`src/rtl/bin2bcd_if.sv`:
```
// Start/done handshake and result bus between the calculator sequencer and bin2bcd_seq.
interface bin2bcd_if #(
  parameter int WIDTH  = 16,
  parameter int DIGITS = 5
);
  logic                  start;
  logic [WIDTH-1:0]      bin_in;
  logic [4*DIGITS-1:0]   bcd_out;
  logic                  overflow;
  logic [DIGITS-1:0]     blank;
  logic                  busy;
  logic                  done;

  modport master (
    output start, bin_in,
    input  bcd_out, overflow, blank, busy, done
  );

  modport slave (
    input  start, bin_in,
    output bcd_out, overflow, blank, busy, done
  );
endinterface

```
`src/rtl/bin2bcd_seq.sv`:
```
// Sequential double-dabble binary-to-BCD converter, one bit per ADJ/SHIFT pair.
// Optional leading-zero blank mask enabled by defining LEADING_ZERO_BLANK_EN.
module bin2bcd_seq #(
  parameter int WIDTH  = 16,
  parameter int DIGITS = 5
) (
  input  logic       clk,
  input  logic       rst,
  bin2bcd_if.slave   bus,
  output logic [1:0] state_dbg
);

  localparam int BW = 4 * DIGITS;
  localparam int SW = WIDTH + BW;
  localparam int CW = $clog2(WIDTH + 1);

  // Handshake: start is a level request sampled only in IDLE; the sequencer holds it
  // until done rises. done stays high while start is high and falls the edge after
  // start is seen low, returning to IDLE. A new request needs start low for a cycle.
  typedef enum logic [1:0] {
    S_IDLE  = 2'd0,
    S_ADJ   = 2'd1,
    S_SHIFT = 2'd2,
    S_DONE  = 2'd3
  } state_t;

  state_t state, state_nxt;

  logic [SW-1:0] sr;
  logic [SW-1:0] adj_val;
  logic [CW-1:0] cnt;
  logic          ovf_acc;
  logic [BW-1:0] bcd_q;
  logic          ovf_q;
  logic          busy_q;
  logic          done_q;

  logic load, do_adj, do_shift, capture, drop;

  // State register
  always_ff @(posedge clk) begin
    if (rst) state <= S_IDLE;
    else     state <= state_nxt;
  end

  // Next-state logic
  always_comb begin
    state_nxt = state;
    case (state)
      S_IDLE:  if (bus.start) state_nxt = S_ADJ;
      S_ADJ:   state_nxt = S_SHIFT;
      S_SHIFT: state_nxt = (cnt == CW'(1)) ? S_DONE : S_ADJ;
      S_DONE:  if (done_q && !bus.start) state_nxt = S_IDLE;
      default: state_nxt = S_IDLE;
    endcase
  end

  // Output/control decode; results are captured on the first cycle spent in DONE
  always_comb begin
    load     = 1'b0;
    do_adj   = 1'b0;
    do_shift = 1'b0;
    capture  = 1'b0;
    drop     = 1'b0;
    case (state)
      S_IDLE:  load     = bus.start;
      S_ADJ:   do_adj   = 1'b1;
      S_SHIFT: do_shift = 1'b1;
      S_DONE: begin
        capture = !done_q;
        drop    = done_q && !bus.start;
      end
      default: ;
    endcase
  end

  // Every digit is judged on its pre-adjust value, so all digits adjust in parallel
  always_comb begin
    adj_val = sr;
    for (int i = 0; i < DIGITS; i++) begin
      if (sr[WIDTH+4*i +: 4] >= 4'd5)
        adj_val[WIDTH+4*i +: 4] = sr[WIDTH+4*i +: 4] + 4'd3;
    end
  end

  always_ff @(posedge clk) begin
    if (rst) begin
      sr      <= '0;
      cnt     <= '0;
      ovf_acc <= 1'b0;
      bcd_q   <= '0;
      ovf_q   <= 1'b0;
      busy_q  <= 1'b0;
      done_q  <= 1'b0;
    end else begin
      if (load) begin
        sr      <= {{BW{1'b0}}, bus.bin_in};
        cnt     <= CW'(WIDTH);
        ovf_acc <= 1'b0;
        busy_q  <= 1'b1;
      end
      if (do_adj) sr <= adj_val;
      if (do_shift) begin
        sr      <= sr << 1;
        ovf_acc <= ovf_acc | sr[SW-1];
        cnt     <= cnt - 1'b1;
      end
      if (capture) begin
        bcd_q  <= sr[SW-1 -: BW];
        ovf_q  <= ovf_acc;
        busy_q <= 1'b0;
        done_q <= 1'b1;
      end
      if (drop) done_q <= 1'b0;
    end
  end

`ifdef LEADING_ZERO_BLANK_EN
  logic [DIGITS-1:0] blank_nxt;
  logic [DIGITS-1:0] blank_q;
  logic              seen_nz;

  // Blank every digit above the most significant nonzero one; digit 0 always shows
  always_comb begin
    blank_nxt = '0;
    seen_nz   = 1'b0;
    for (int i = DIGITS - 1; i >= 1; i--) begin
      if (sr[WIDTH+4*i +: 4] != 4'd0) seen_nz = 1'b1;
      blank_nxt[i] = !seen_nz;
    end
    if (ovf_acc) blank_nxt = '0;
  end

  always_ff @(posedge clk) begin
    if (rst)          blank_q <= '0;
    else if (capture) blank_q <= blank_nxt;
  end

  assign bus.blank = blank_q;
`else
  assign bus.blank = '0;
`endif

  assign bus.bcd_out  = bcd_q;
  assign bus.overflow = ovf_q;
  assign bus.busy     = busy_q;
  assign bus.done     = done_q;
  assign state_dbg    = state;

endmodule

```
`src/flat_wrapper.sv`:
```
// flat-port wrapper written by rule: the top's interface ports become plain ports
module bin2bcd_seq_flat 
#(
  parameter int WIDTH  = 16,
  parameter int DIGITS = 5
)
  (clk, rst, state_dbg, bus_start, bus_bin_in, bus_bcd_out, bus_overflow, bus_blank, bus_busy, bus_done);
  bin2bcd_if #(.WIDTH(WIDTH), .DIGITS(DIGITS)) bus_i ();
  input  logic clk;
  input  logic rst;
  output logic [1:0] state_dbg;
  input wire logic [$bits(bus_i.start)-1:0] bus_start;
  input wire logic [$bits(bus_i.bin_in)-1:0] bus_bin_in;
  output wire logic [$bits(bus_i.bcd_out)-1:0] bus_bcd_out;
  output wire logic [$bits(bus_i.overflow)-1:0] bus_overflow;
  output wire logic [$bits(bus_i.blank)-1:0] bus_blank;
  output wire logic [$bits(bus_i.busy)-1:0] bus_busy;
  output wire logic [$bits(bus_i.done)-1:0] bus_done;
  assign bus_i.start = bus_start;
  assign bus_i.bin_in = bus_bin_in;
  assign bus_bcd_out = bus_i.bcd_out;
  assign bus_overflow = bus_i.overflow;
  assign bus_blank = bus_i.blank;
  assign bus_busy = bus_i.busy;
  assign bus_done = bus_i.done;
  bin2bcd_seq #(.WIDTH(WIDTH), .DIGITS(DIGITS)) u_core (.clk(clk), .rst(rst), .bus(bus_i), .state_dbg(state_dbg));
endmodule
```
`config.mk`:
```
export PLATFORM = sky130hd
export DESIGN_NAME = bin2bcd_seq_flat
export DESIGN_NICKNAME = d
export VERILOG_FILES = /design/src/rtl/bin2bcd_if.sv /design/src/rtl/bin2bcd_seq.sv /design/src/flat_wrapper.sv
export SDC_FILE = /design/constraint.sdc
export NUM_CORES = 1
export LEC_CHECK = 0
export BUFFER_PORTS_ARGS = -buffer_cell sky130_fd_sc_hd__buf_2
export CORE_ASPECT_RATIO = 0.8
export CORE_MARGIN = 2
export CORE_UTILIZATION = 62
export DETAILED_ROUTE_END_ITERATION = 16
export PLACE_DENSITY = 0.88
export SKIP_LAST_GASP = 1
export SYNTH_ARGS = -nofsm -noshare
export SYNTH_HDL_FRONTEND = slang
export SYNTH_SLANG_ARGS = --single-unit
```
`constraint.sdc`:
```
create_clock -name clk -period 3.9 [get_ports clk]
set_clock_uncertainty 0.1 [all_clocks]
set_input_delay 0.78 -clock clk [delete_from_list [all_inputs] [get_ports clk]]
set_output_delay 0.78 -clock clk [all_outputs]
set_load 0.005 [all_outputs]
```
# Word level (Yosys, flattened, before mapping)
# Cells that the tools add are included.
# op_classes
n_addsub	6
magnitude_cmp	5
eq_ne	12
n_mux	21
bitwise	2
reduce_logical	17
# op_table
op	n
36-bit two-way mux	3
4-bit by 2-bit adder with 4-bit output, second input constant	5
4-bit by 3-bit >= comparator with 1-bit output, second input constant	5
4-bit two-way mux	5
2-bit AND reduction	8
3-bit != test, second input constant	5
5-bit two-way mux	2
2-bit one-hot mux with 4 select lines	1
1-bit two-way mux	7
2-bit two-way mux	3
2-bit OR reduction	3
5-bit by 1-bit equality test with 1-bit output, second input constant	1
5-bit by 1-bit subtractor with 5-bit output, second input constant	1
2-bit equality test, second input constant	2
2-bit != test, second input constant	2
3-bit nonzero test	1
2-bit by 1-bit equality test with 1-bit output, second input constant	1
1-bit zero test	2
2-bit zero test	1
2-bit by 1-bit != test with 1-bit output, second input constant	1
2-bit nonzero test	1
1-bit logical AND	1
1-bit NOT	1
1-bit OR	1
# totals
regBits	67
inputBits	19
output_inout_bits	30
word_cells	77

# Longest topological paths before layout
# Gate-level depths: netlist of the first run.
# depth
word_depth	5
depth_mapped	8
ltp_nobuf	6

# Worst setup path before layout of the first run
# No wires, ideal clock.
# synth_timing
path_type	input port to flip-flop
from	input port bus_start
to	register u_core.sr[10]
setup_time_ns	0.119
arrival_ns	1.549
required_ns	3.681
path_slack_ns	2.132
path_stages	4
n_path_buf	1
path_cell_list	a21oi_1 nor2_2 buf_4 o221a_2
# synth_between
elab_chain_len	3
# synth_rtl
item	line	rtl
start, declared	flat_wrapper.sv:12	input wire logic [$bits(bus_i.start)-1:0] bus_start;
1-bit two-way mux	bin2bcd_seq.sv:65	case (state)
2-bit nonzero test (no source line)	--	
2-bit AND reduction (no source line)	--	
end signal, assigned	bin2bcd_seq.sv:97	sr <= {{BW{1'b0}}, bus.bin_in};
end signal, assigned	bin2bcd_seq.sv:102	if (do_adj) sr <= adj_val;
end signal, assigned	bin2bcd_seq.sv:104	sr <= sr << 1;
end, declared	bin2bcd_seq.sv:29	logic [SW-1:0] sr;
# No other way between the ends.
# A chain may end at the register's enable or synchronous reset.

# Worst setup path after layout of the first run
# layout_timing
from	register u_core.state[0], in the netlist u_core.state_dbg[0]
to	register u_core.sr[15]
# layout_between
elab_chain_len	4
elab_cells_between_ends	10
cone_classes	3 x eq/ne; 4 x mux; 3 x reduce/logical
# layout_rtl
item	line	rtl
start, declared	bin2bcd_seq.sv:27	state_t state, state_nxt;
start signal, assigned	bin2bcd_seq.sv:43	else state <= state_nxt;
2-bit equality test, or another cell as far along	bin2bcd_seq.sv:65	
1-bit two-way mux	bin2bcd_seq.sv:65	
2-bit != test (no source line) / 2-bit nonzero test (equally long branches)	--	
2-bit AND reduction (no source line)	--	
# Several ways; a longest one is shown, not always the timed one.

==> results of run 1 <==
-- flip-flops by register name, indices dropped and copies added, names as in the netlist --
| signal | cells |
|---|---|
| u_core.bus.busy | 1 |
| u_core.cnt | 5 |
| u_core.bus.done | 1 |
| u_core.bus.overflow | 1 |
| u_core.sr | 36 |
| u_core.state_dbg | 2 |
| u_core.ovf_acc | 1 |
| u_core.bus.bcd_out | 20 |
-- stage by stage --
stage,utilization,area (um^2),power [mW],cells
finish,0.713,3920,2.13,539
global route,0.713,3920,2.26,539
CTS,0.713,3920,2.12,539
detailed placement,0.678,3720,1.56,523
global placement,0.678,3720,1.53,523
floorplan,-,3580,1.45,432
-- metal layers --
| layer | share of wire | global-route usage | vias to the layer above |
|---|---|---|---|
| met1 | 0.46 | 0.330 | 1451 |
| met3 | 0.063 | 0.0806 | 15 |
| met4 | 0.017 | 0.0892 | 0 |
| li1 | - | - | 1568 |
| met2 | 0.46 | 0.410 | 105 |
| met5 | 0 | 0 | - |
-- worst max-delay path, cell delays in order, from the launching register on --
cell	delay [ns]
dfxtp_1	0.35
inv_1	0.14
ha_2	0.81
a21oi_1	0.22
nor2_2	0.54
o221a_2	0.31
-- how the worst max path moves through the flow --
stage / from / end / slack [ns] / cells after the start
2_1_floorplan: bus_start / u_core.sr[10]$_SDFFE_PP0P_ / 2.13 / 4
3_3_place_gp: u_core.state_dbg[0]$_SDFFE_PP0P_ / u_core.sr[17]$_SDFFE_PP0P_ / 1.51 / 6
3_5_place_dp: u_core.state_dbg[0]$_SDFFE_PP0P_ / u_core.sr[15]$_SDFFE_PP0P_ / 1.41 / 5
4_1_cts: u_core.state_dbg[0]$_SDFFE_PP0P_ / u_core.sr[15]$_SDFFE_PP0P_ / 1.38 / 5
5_1_grt: u_core.state_dbg[0]$_SDFFE_PP0P_ / u_core.sr[15]$_SDFFE_PP0P_ / 1.18 / 5
6_report: u_core.state_dbg[0]$_SDFFE_PP0P_ / u_core.sr[15]$_SDFFE_PP0P_ / 1.36 / 5
-- synthesized netlist by cell type (all sizes together), types with 3 or more instances --
cell	number
nor3	22
ha	17
o221a	15
inv	32
nor2b	7
nand2	45
o32ai	5
a2bb2oi	5
o41ai	5
buf	27
a21oi	73
dfxtp	67
nor4b	3
o21ai	17
nor3b	5
nand3	7
or3	10
a211oi	11
clkbuf	8
nor2	15
a21o	6
nand2b	10
and3	6
-- power groups by stage --
stage	clock [mW]	sequential, mW	combinational (mW)
after floorplan	0	0.848	0.603
after global placement	0	0.865	0.663
after detailed placement	0	0.869	0.690
after CTS	0.570	0.856	0.694
after global routing	0.601	0.871	0.786
final	0.564	0.860	0.702
-- final cells by class --
class,instances,area share
inverters,32,0.0307
well taps,78,0.0249
repair buffers,48,0.0645
multi-input cells,298,0.488
flip-flops and latches,67,0.342
clock inverters,6,0.0141
clock buffers,10,0.0351
-- cells in the final DEF, fill, tap and decap left out, types with 2 or more instances in the layout --
cell type  synthesis  final
a21oi_1           72     72
dfxtp_1           67     67
nand2_1           44     44
buf_2             11     43
inv_1             32     32
nor3_1            22     22
o21ai_0           16     16
ha_1              17     16
o221a_2           15     15
nor2_1            14     14
or3_1             10     10
clkbuf_8           0     10
nand2b_1           9      9
nand3_1            7      7
nor2b_1            7      7
a211oi_1           7      7
and3_1             6      6
a21o_1             6      6
o32ai_1            5      5
o41ai_2            5      5
a2bb2oi_1          5      5
nor3b_1            5      5
conb_1             1      5
clkinv_2           0      5
buf_4              8      5
a211oi_2           4      4
mux2i_1            2      2
a311oi_1           2      2
nor4b_1            2      2
-- cells by family (layout without fill, tap and decap cells) --
kind of cell,after synthesis,after routing,synth area share
AO/OA/AOI/OAI,142,142,0.275
adder cells (fa/ha/maj),17,17,0.0596
buffers and inverters,67,96,0.0932
flip-flops,67,67,0.376
multiplexers,3,3,0.00876
other,1,5,0.00105
AND/OR/NAND/NOR,131,131,0.186
==> reports/qor.yml, run 1 <==
detailed_routing:
  antenna_left: 0
  vias: 3139
  drcViolationCount: 0
  viasPerCell: 5.82
  drt_iter0_markers: 240
  wl_mm: 7.70
  avgRoutedWirePerCell_um: 14.3
  first_pass_iters: 7
grt:
  grt_max_degree: 54
  grt_pass1_vias: 2892
  grt_first_pass_wirelength_mm: 12.9
  antenna_found_initial: 0
  grt_usage: 0.257
  overflow: 0
timing:
  tns_ns: 0
  relSlewSlack: 0.389
  period_needed_ns: 2.54
  drv_slew: 0
  rsz0062_at_grt: "no"
  timing.hold.ws_ns: 0.351
  hold_viol: 0
  finalWorstSetupSlack_ns: 1.36
  setup_viol: 0
  finalCritPeriodShare: 0.651
  worstMarginPinSlew_ns: 0.917
  fmax_ghz: 0.394
logic_synthesis:
  synth_top_area_cell: "dfxtp_1"
  synth_edf_count: 0
  ys_ff_latch: 67
  ys.flop_type: "dfxtp_1"
  yosysUniqueCellTypes: 41
  syn_area_um2: 3570
  ys_async_sr_fraction: 0
  synth_top_area_frac: 0.376
  synth.area.top_cells: "dfxtp_1, a21oi_1, ha_1"
  syn_avg_cell_area_um2: 8.34
  synth_cells: 428
  yosysSeqAreaShare: 0.376
  ys.warnings.count: 0
clocking:
  hold_buffers: 0
  cts_root_buf: "clkbuf_8"
  cts-resized-gates: 0
  cts_buffers: 9
  h-tree-depth: 3
  clkLatencyLatePin_ns: 0.35
  clk_pin_slew_ns: 0.07
  cts_sinks: 67
  cts_tree: "built"
  cts_buffer_depth: 2
  postCtsSetupBuffers: 0
pwr:
  intPower_mw: 1.37
  vdd_drop_max_mv: 0.253
  swShare: 0.358
  combPwrFrac: 0.330
  power_density_nw_per_um2: 543
  clockPowerShare: 0.265
  p_sw_uw: 761
  leakage_nw: 1.55
  pwr-share-seq: 0.404
die:
  die_w_um: 88.8
  rows: 24
  ios: 49
  die_h_um: 71.9
  die-area_um2: 6380
  start_util: 0.650
  coreArea_um2: 5500
setup_path:
  reg2reg_depth: 5
  r2r_end: "u_core.sr[15]$_SDFFE_PP0P_"
  critPathCaptureType: "flop"
  rrSetupSlack_ns: 1.36
  cp.required_ns: 4.09
  cp.arrival_ns: 2.73
  worstPathMaxFanout: 53
  reg2reg_from: "u_core.state_dbg[0]$_SDFFE_PP0P_"
  path_class: "flop to flop"
  worstSetupStartpointType: "flop"
final_layout:
  diodes: 0
  nets: 492
  multiInputGateArea_um2: 1910
  seq_area_um2: 1340
  drive_gt1_frac: 0.206
  area_growth_pct: 9.74
  nFillCells: 419
worst_hold_path:
  whs_path_depth: 2
  hold_path_class: "flop to flop"
  min_from: "u_core.bus.bcd_out[3]$_SDFFE_PP0P_"
  min_to: "u_core.bus.bcd_out[3]$_SDFFE_PP0P_"
job:
  drv_cap: 0
placement:
  dp_slack_ns: 1.41
  gp_congestion: 0.862
  port_buffers: 43
  dp_hpwl_mm: 5.02
run_status:
  outcome: "finished, final reports clean"
Note: power is estimated with default switching activity, not from simulation.
==> inputs of run 2 (changes only) <==
--- a/config.mk
+++ b/config.mk
@@ -8,9 +8,9 @@
 export BUFFER_PORTS_ARGS = -buffer_cell sky130_fd_sc_hd__buf_2
 export CORE_ASPECT_RATIO = 0.8
 export CORE_MARGIN = 2
-export CORE_UTILIZATION = 62
+export CORE_UTILIZATION = 52
 export DETAILED_ROUTE_END_ITERATION = 16
-export PLACE_DENSITY = 0.88
+export PLACE_DENSITY = 0.79
 export SKIP_LAST_GASP = 1
 export SYNTH_ARGS = -nofsm -noshare
 export SYNTH_HDL_FRONTEND = slang
==> constraint.sdc (replaced) <==
create_clock -name clk -period 2.2 [get_ports clk]
set_clock_uncertainty 0.1 [all_clocks]
set_input_delay 0.44 -clock clk [delete_from_list [all_inputs] [get_ports clk]]
set_output_delay 0.44 -clock clk [all_outputs]
set_load 0.005 [all_outputs]
==> run 2 against run 1 <==
Effect of this change:
- first-iteration DRC count fell by 15%
- core utilization shrank 10 points
- worst hold slack got worse by 0.020 ns
- sequential power rose by 77%
- register-to-register slack worse by 1.2 ns
- critical path type unchanged
- largest power group unchanged
==> reports/qor.yml, run 2 (synthesized netlist as in run 1, its figures left out) <==
detailed_routing:
  viasPerCell: 5.74  # -1.5%
  antenna_left: 0  # unchanged
  drt_iter0_markers: 204  # -15%
  avgRoutedWirePerCell_um: 14.3  # about the same
  first_pass_iters: 5  # -2
  vias: 3167  # +0.89%
  drcViolationCount: 0  # unchanged
  wl_mm: 7.88  # +2.3%
die:
  die_h_um: 78.1  # +8.7%
  die-area_um2: 7550  # +18%
  rows: 26  # +8.3%
  coreArea_um2: 6510  # +18%
  die_w_um: 96.6  # +8.8%
  start_util: 0.549  # -0.101
  ios: 49  # unchanged
grt:
  grt_max_degree: 52  # -3.7%
  grt_pass1_vias: 2924  # +1.1%
  overflow: 0  # unchanged
  antenna_found_initial: 0  # unchanged
  grt_first_pass_wirelength_mm: 13.7  # +6.0%
  grt_usage: 0.218  # -0.0393
timing:
  worstMarginPinSlew_ns: 0.739  # -0.177 ns
  finalCritPeriodShare: 0.914  # +0.263
  relSlewSlack: 0.507  # +0.118
  drv_slew: 0  # unchanged
  setup_viol: 0  # unchanged
  fmax_ghz: 0.498  # +26%
  rsz0062_at_grt: "no"
  timing.hold.ws_ns: 0.332  # -0.0198 ns
  tns_ns: 0  # unchanged
  hold_viol: 0  # unchanged
  period_needed_ns: 2.01  # -0.529 ns
clocking:
  cts_sinks: 67  # unchanged
  cts_tree: "built"
  cts_buffer_depth: 2  # unchanged
  cts_root_buf: "clkbuf_8"
  clkLatencyLatePin_ns: 0.34  # about the same
  hold_buffers: 0  # unchanged
  h-tree-depth: 3  # unchanged
  postCtsSetupBuffers: 0  # unchanged
  cts-resized-gates: 0  # unchanged
  clk_pin_slew_ns: 0.07  # about the same
  cts_buffers: 9  # unchanged
final_layout:
  nets: 499  # +1.4%
  layout_commonest_cell: "a21oi_1"
  final_cell_mix: "a21oi_1, dfxtp_1, nand2_1, buf_2, inv_1"
  drive_gt1_frac: 0.214  # +0.00760
  diodes: 0  # unchanged
  largest_register: "u_core.sr"
  nFillCells: 583  # +39%
  largest_reg_flops: 36  # unchanged
  area_growth_pct: 11.7
setup_path:
  worstSetupStartpointType: "flop"
  cp.arrival_ns: 2.19  # -0.54 ns
  critPathCaptureType: "flop"
  reg2reg_depth: 5  # unchanged
  cp.required_ns: 2.38  # -1.71 ns
  rrSetupSlack_ns: 0.19  # -1.17 ns
  path_class: "flop to flop"
  worstPathMaxFanout: 18  # -66%
pwr:
  leakage_nw: 1.59  # +2.2%
  power_density_nw_per_um2: 959  # +77%
  vdd_drop_max_mv: 0.403  # +59%
worst_hold_path:
  whs_path_depth: 3  # +1
  hold_path_class: "input port to flop"
placement:
  port_buffers: 43  # unchanged
  gp_congestion: 0.808  # -6.2%
  dp_hpwl_mm: 5.28  # +5.2%
job:
  drv_cap: 0  # unchanged
run_status:
  outcome: "finished, final reports clean"
## run 2: cell count changes in the layout (fill, tap and decap cells not counted), sizes merged
| cell | before | now |
|---|---|---|
| clkinv | 5 | 1 |
| bufinv | 1 | 0 |
| clkbuf | 10 | 15 |
| buf | 48 | 55 |
## run 2: worst paths after layout
kind / from / to
worst max-delay path: u_core.state_dbg[1]$_SDFFE_PP0P_ / u_core.sr[15]$_SDFFE_PP0P_
worst min-delay path: bus_bin_in[0] / u_core.sr[0]$_SDFFE_PP0P_
worst max register to register: u_core.state_dbg[1]$_SDFFE_PP0P_ / u_core.sr[15]$_SDFFE_PP0P_
worst min register to register: u_core.bus.bcd_out[11]$_SDFFE_PP0P_ / u_core.bus.bcd_out[11]$_SDFFE_PP0P_
## run 2: cell type report
class / count / area (um^2) / area share
multi-input cells: 298 / 1910 / 0.480
flip-flops and latches: 67 / 1340 / 0.336
repair buffers: 55 / 318 / 0.0797
clock buffers: 15 / 186 / 0.0467
inverters: 32 / 120 / 0.0301
well taps: 84 / 105 / 0.0263
clock inverters: 1 / 5.00 / 0.00125
## run 2: report_power, final
| group | total [mW] | switching [mW] | internal (mW) | leakage (nW) |
|---|---|---|---|---|
| Combinational | 1.33 | 0.764 | 0.561 | 0.944 |
| Sequential | 1.52 | 0.151 | 1.37 | 0.545 |
| Clock | 0.979 | 0.447 | 0.532 | 0.0997 |
| Total | 3.83 | 1.36 | 2.47 | 1.59 |
## run 2: per-stage QoR
| stage | setup slack, ns | util | total power, mW | cell area (um^2) | instances |
|---|---|---|---|---|---|
| 6_report | 0.190 | 0.613 | 3.83 | 3990 | 552 |
| 5_1_grt | 0.0602 | 0.613 | 4.07 | 3990 | 552 |
| 4_1_cts | 0.204 | 0.613 | 3.84 | 3990 | 552 |
| 3_5_place_dp | 0.215 | 0.584 | 2.84 | 3800 | 536 |
| 3_3_place_gp | 0.326 | 0.584 | 2.80 | 3800 | 536 |
| 2_1_floorplan | 0.446 | - | 2.57 | 3580 | 432 |
## run 2: worst max-delay path, cell delays in order (launching register included)
cell and delay, ns:
dfxtp_1 0.41, inv_1 0.11, ha_1 0.25, buf_4 0.22, nor2_2 0.55, o221a_2 0.31
## run 2: metal layers
layer,part of all wire,track usage,vias to the layer above
met5,0,0,-
met4,0.013,0.0845,0
met3,0.060,0.0570,9
met2,0.45,0.340,94
met1,0.48,0.291,1490
li1,-,-,1574
==> inputs of run 3 (changes only) <==
--- a/config.mk
+++ b/config.mk
@@ -8,9 +8,9 @@
 export BUFFER_PORTS_ARGS = -buffer_cell sky130_fd_sc_hd__buf_2
 export CORE_ASPECT_RATIO = 0.8
 export CORE_MARGIN = 2
-export CORE_UTILIZATION = 52
+export CORE_UTILIZATION = 62
 export DETAILED_ROUTE_END_ITERATION = 16
-export PLACE_DENSITY = 0.79
+export PLACE_DENSITY = 0.88
 export SKIP_LAST_GASP = 1
 export SYNTH_ARGS = -nofsm -noshare
 export SYNTH_HDL_FRONTEND = slang
==> constraint.sdc (replaced) <==
create_clock -name clk -period 2.55 [get_ports clk]
set_clock_uncertainty 0.1 [all_clocks]
set_input_delay 0.51 -clock clk [delete_from_list [all_inputs] [get_ports clk]]
set_output_delay 0.51 -clock clk [all_outputs]
set_load 0.005 [all_outputs]
==> run 3 against run 2 <==
Effect of this change:
- critical path depth rose by 1
- die area fell by 15%
- register-to-register slack improved by 0.25 ns
- worst setup slack improved by 0.25 ns
- sequential power fell by 13%
- via count fell by 0.88%
- sequential share of layout area fell by 0.11 points
- fmax fell by 4.9%
- combinational power fell by 17%
- largest cell class unchanged
- highest routed layer unchanged
==> reports/qor.yml, run 3 (synthesized netlist as in run 1, its figures left out) <==
run_status:
  outcome: "finished, final reports clean"
detailed_routing:
  drt_iter0_markers: 192  # -5.9%
  first_pass_iters: 5  # unchanged
  viasPerCell: 5.80  # +1.1%
  antenna_left: 0  # unchanged
  drcViolationCount: 0  # unchanged
  vias: 3139  # -0.88%
  wl_mm: 7.97  # +1.1%
  avgRoutedWirePerCell_um: 14.7  # +3.2%
setup_path:
  rrSetupSlack_ns: 0.44  # +0.25 ns
  cp_slowest_cell: "a211oi_1"
  cp.arrival_ns: 2.29  # +0.10 ns
  critical_path.max_stage_delay_ns: 0.55  # about the same
  r2r_end: "u_core.sr[17]$_SDFFE_PP0P_"
  crit_chain: "inv_1, ha_2, nand2b_4, a211oi_1, o21ai_0, a21oi_1"
  cp.required_ns: 2.72  # +0.34 ns
  reg2reg_from: "u_core.state_dbg[0]$_SDFFE_PP0P_"
  worstPathMaxFanout: 12  # -6
  worstSetupStartpointType: "flop"
  path_buf_inv: 1  # -1
  path_class: "flop to flop"
  critPathCaptureType: "flop"
  cpLargestDelayFamily: "compound AO/OA/AOI/OAI gates"
  reg2reg_depth: 6  # +1
pwr:
  combPwrFrac: 0.313  # -0.033
  leakage_nw: 1.58  # -0.26%
  intPower_mw: 2.31  # -6.4%
  swShare: 0.342  # -0.0135
  p_sw_mw: 1.20  # -12%
  pwr-share-seq: 0.375  # -0.023
  power.total_mw: 3.51  # -8.3%
  power_density_nw_per_um2: 877  # -8.6%
  vdd_drop_max_mv: 0.536  # +33%
  clockPowerShare: 0.312  # +0.056
timing:
  setup_viol: 0  # unchanged
  rsz0062_at_grt: "no"
  fmax_ghz: 0.473  # -4.9%
  timing.hold.ws_ns: 0.351  # +0.0192 ns
  finalCritPeriodShare: 0.829  # -0.0850
  relSlewSlack: 0.515  # +0.00829
  hold_viol: 0  # unchanged
  period_needed_ns: 2.11  # +0.103 ns
  tns_ns: 0  # unchanged
  drv_slew: 0  # unchanged
  worstMarginPinSlew_ns: 0.727  # -0.0124 ns
die:
  start_util: 0.650  # +0.101
  die_h_um: 71.9  # -8.0%
  rows: 24  # -7.7%
  coreArea_um2: 5500  # -16%
  die-area_um2: 6380  # -15%
  die_w_um: 88.8  # -8.1%
  ios: 49  # unchanged
clocking:
  hold_buffers: 0  # unchanged
  cts_root_buf: "clkbuf_8"
  cts-resized-gates: 0  # unchanged
  postCtsSetupBuffers: 0  # unchanged
  cts_tree: "built"
  cts_sinks: 67  # unchanged
  cts_buffers: 9  # unchanged
  clkLatencyLatePin_ns: 0.35  # about the same
  cts_buffer_depth: 2  # unchanged
  clk_pin_slew_ns: 0.07  # about the same
  h-tree-depth: 3  # unchanged
grt:
  grt_first_pass_wirelength_mm: 13.8  # +0.76%
  grt_pass1_vias: 3079  # +5.3%
  grt_usage: 0.273  # +0.0554
  overflow: 0  # unchanged
  grt_max_degree: 52  # unchanged
  antenna_found_initial: 0  # unchanged
worst_hold_path:
  whs_path_depth: 2  # -1
  hold_path_class: "flop to flop"
  min_from: "u_core.bus.bcd_out[12]$_SDFFE_PP0P_"
  min_to: "u_core.bus.bcd_out[12]$_SDFFE_PP0P_"
placement:
  place_area_um2: 3750  # -1.2%
  gp_congestion: 0.847  # +4.7%
  dp_hpwl_mm: 5.23  # -1.0%
  port_buffers: 43  # unchanged
job:
  drv_cap: 0  # unchanged
final_layout:
  largest_reg_flops: 36  # unchanged
  largest_register: "u_core.sr"
  diodes: 0  # unchanged
  area_growth_pct: 12.1
  nets: 494  # -1.0%
  design_area_um2: 4000  # +0.31%
  drive_gt1_frac: 0.210  # -0.00417
  layout_commonest_cell: "a21oi_1"
  final_cell_mix: "a21oi_1, dfxtp_1, nand2_1, buf_2, inv_1"
  final_util: 0.728  # +0.115
## run 3: changes by cell type in the layout (fill, tap and decap cells not counted), sizes merged
cell,change
clkbuf,-5
bufinv,+3
clkinvlp,+1
inv,+1
buf,-5
## run 3: power groups by stage
stage | sequential [mW] | clock, mW | combinational (mW)
finish | 1.32 | 1.09 | 1.10
global route | 1.33 | 1.15 | 1.23
CTS | 1.31 | 1.11 | 1.09
detailed placement | 1.33 | 0 | 1.08
global placement | 1.32 | 0 | 1.03
floorplan | 1.30 | 0 | 0.922
## run 3: layout make-up
class | count | area [um^2]
inverter | 32 | 120
multi-input combinational | 298 | 1910
clock buffer | 10 | 138
tap | 78 | 97.6
timing repair buffer | 50 | 280
sequential | 67 | 1340
clock inverter | 6 | 111
fill | 399 | 1490
## run 3: stage by stage
stage / worst slack [ns] / instances
2_1_floorplan: 0.796 / 432
3_3_place_gp: 0.582 / 525
3_5_place_dp: 0.472 / 525
4_1_cts: 0.458 / 541
5_1_grt: 0.255 / 541
6_report: 0.437 / 541
## run 3: worst reg2reg max path: stages, from the launching register on
cell      delay [ns]
dfxtp_1         0.43
inv_1           0.13
ha_2            0.25
nand2b_4        0.23
a211oi_1        0.56
o21ai_0         0.18
a21oi_1         0.16
## run 3: worst max path at each step
stage | start | to | slack, ns | cells after the start
after floorplan | u_core.state_dbg[0]$_SDFFE_PP0P_ | u_core.sr[10]$_SDFFE_PP0P_ | 0.80 | 6
after global placement | u_core.state_dbg[0]$_SDFFE_PP0P_ | u_core.sr[16]$_SDFFE_PP0P_ | 0.58 | 6
after detailed placement | u_core.state_dbg[0]$_SDFFE_PP0P_ | u_core.sr[17]$_SDFFE_PP0P_ | 0.47 | 6
after CTS | u_core.state_dbg[0]$_SDFFE_PP0P_ | u_core.sr[17]$_SDFFE_PP0P_ | 0.46 | 6
after global routing | u_core.state_dbg[0]$_SDFFE_PP0P_ | u_core.sr[16]$_SDFFE_PP0P_ | 0.26 | 6
final | u_core.state_dbg[0]$_SDFFE_PP0P_ | u_core.sr[17]$_SDFFE_PP0P_ | 0.44 | 6
## run 3: layer usage
layer,GRT usage,vias up,routed length (um)
met1,0.336,1453,3490
li1,-,1567,-
met4,0.123,0,121
met3,0.0668,12,441
met2,0.451,107,3910
met5,0,-,0
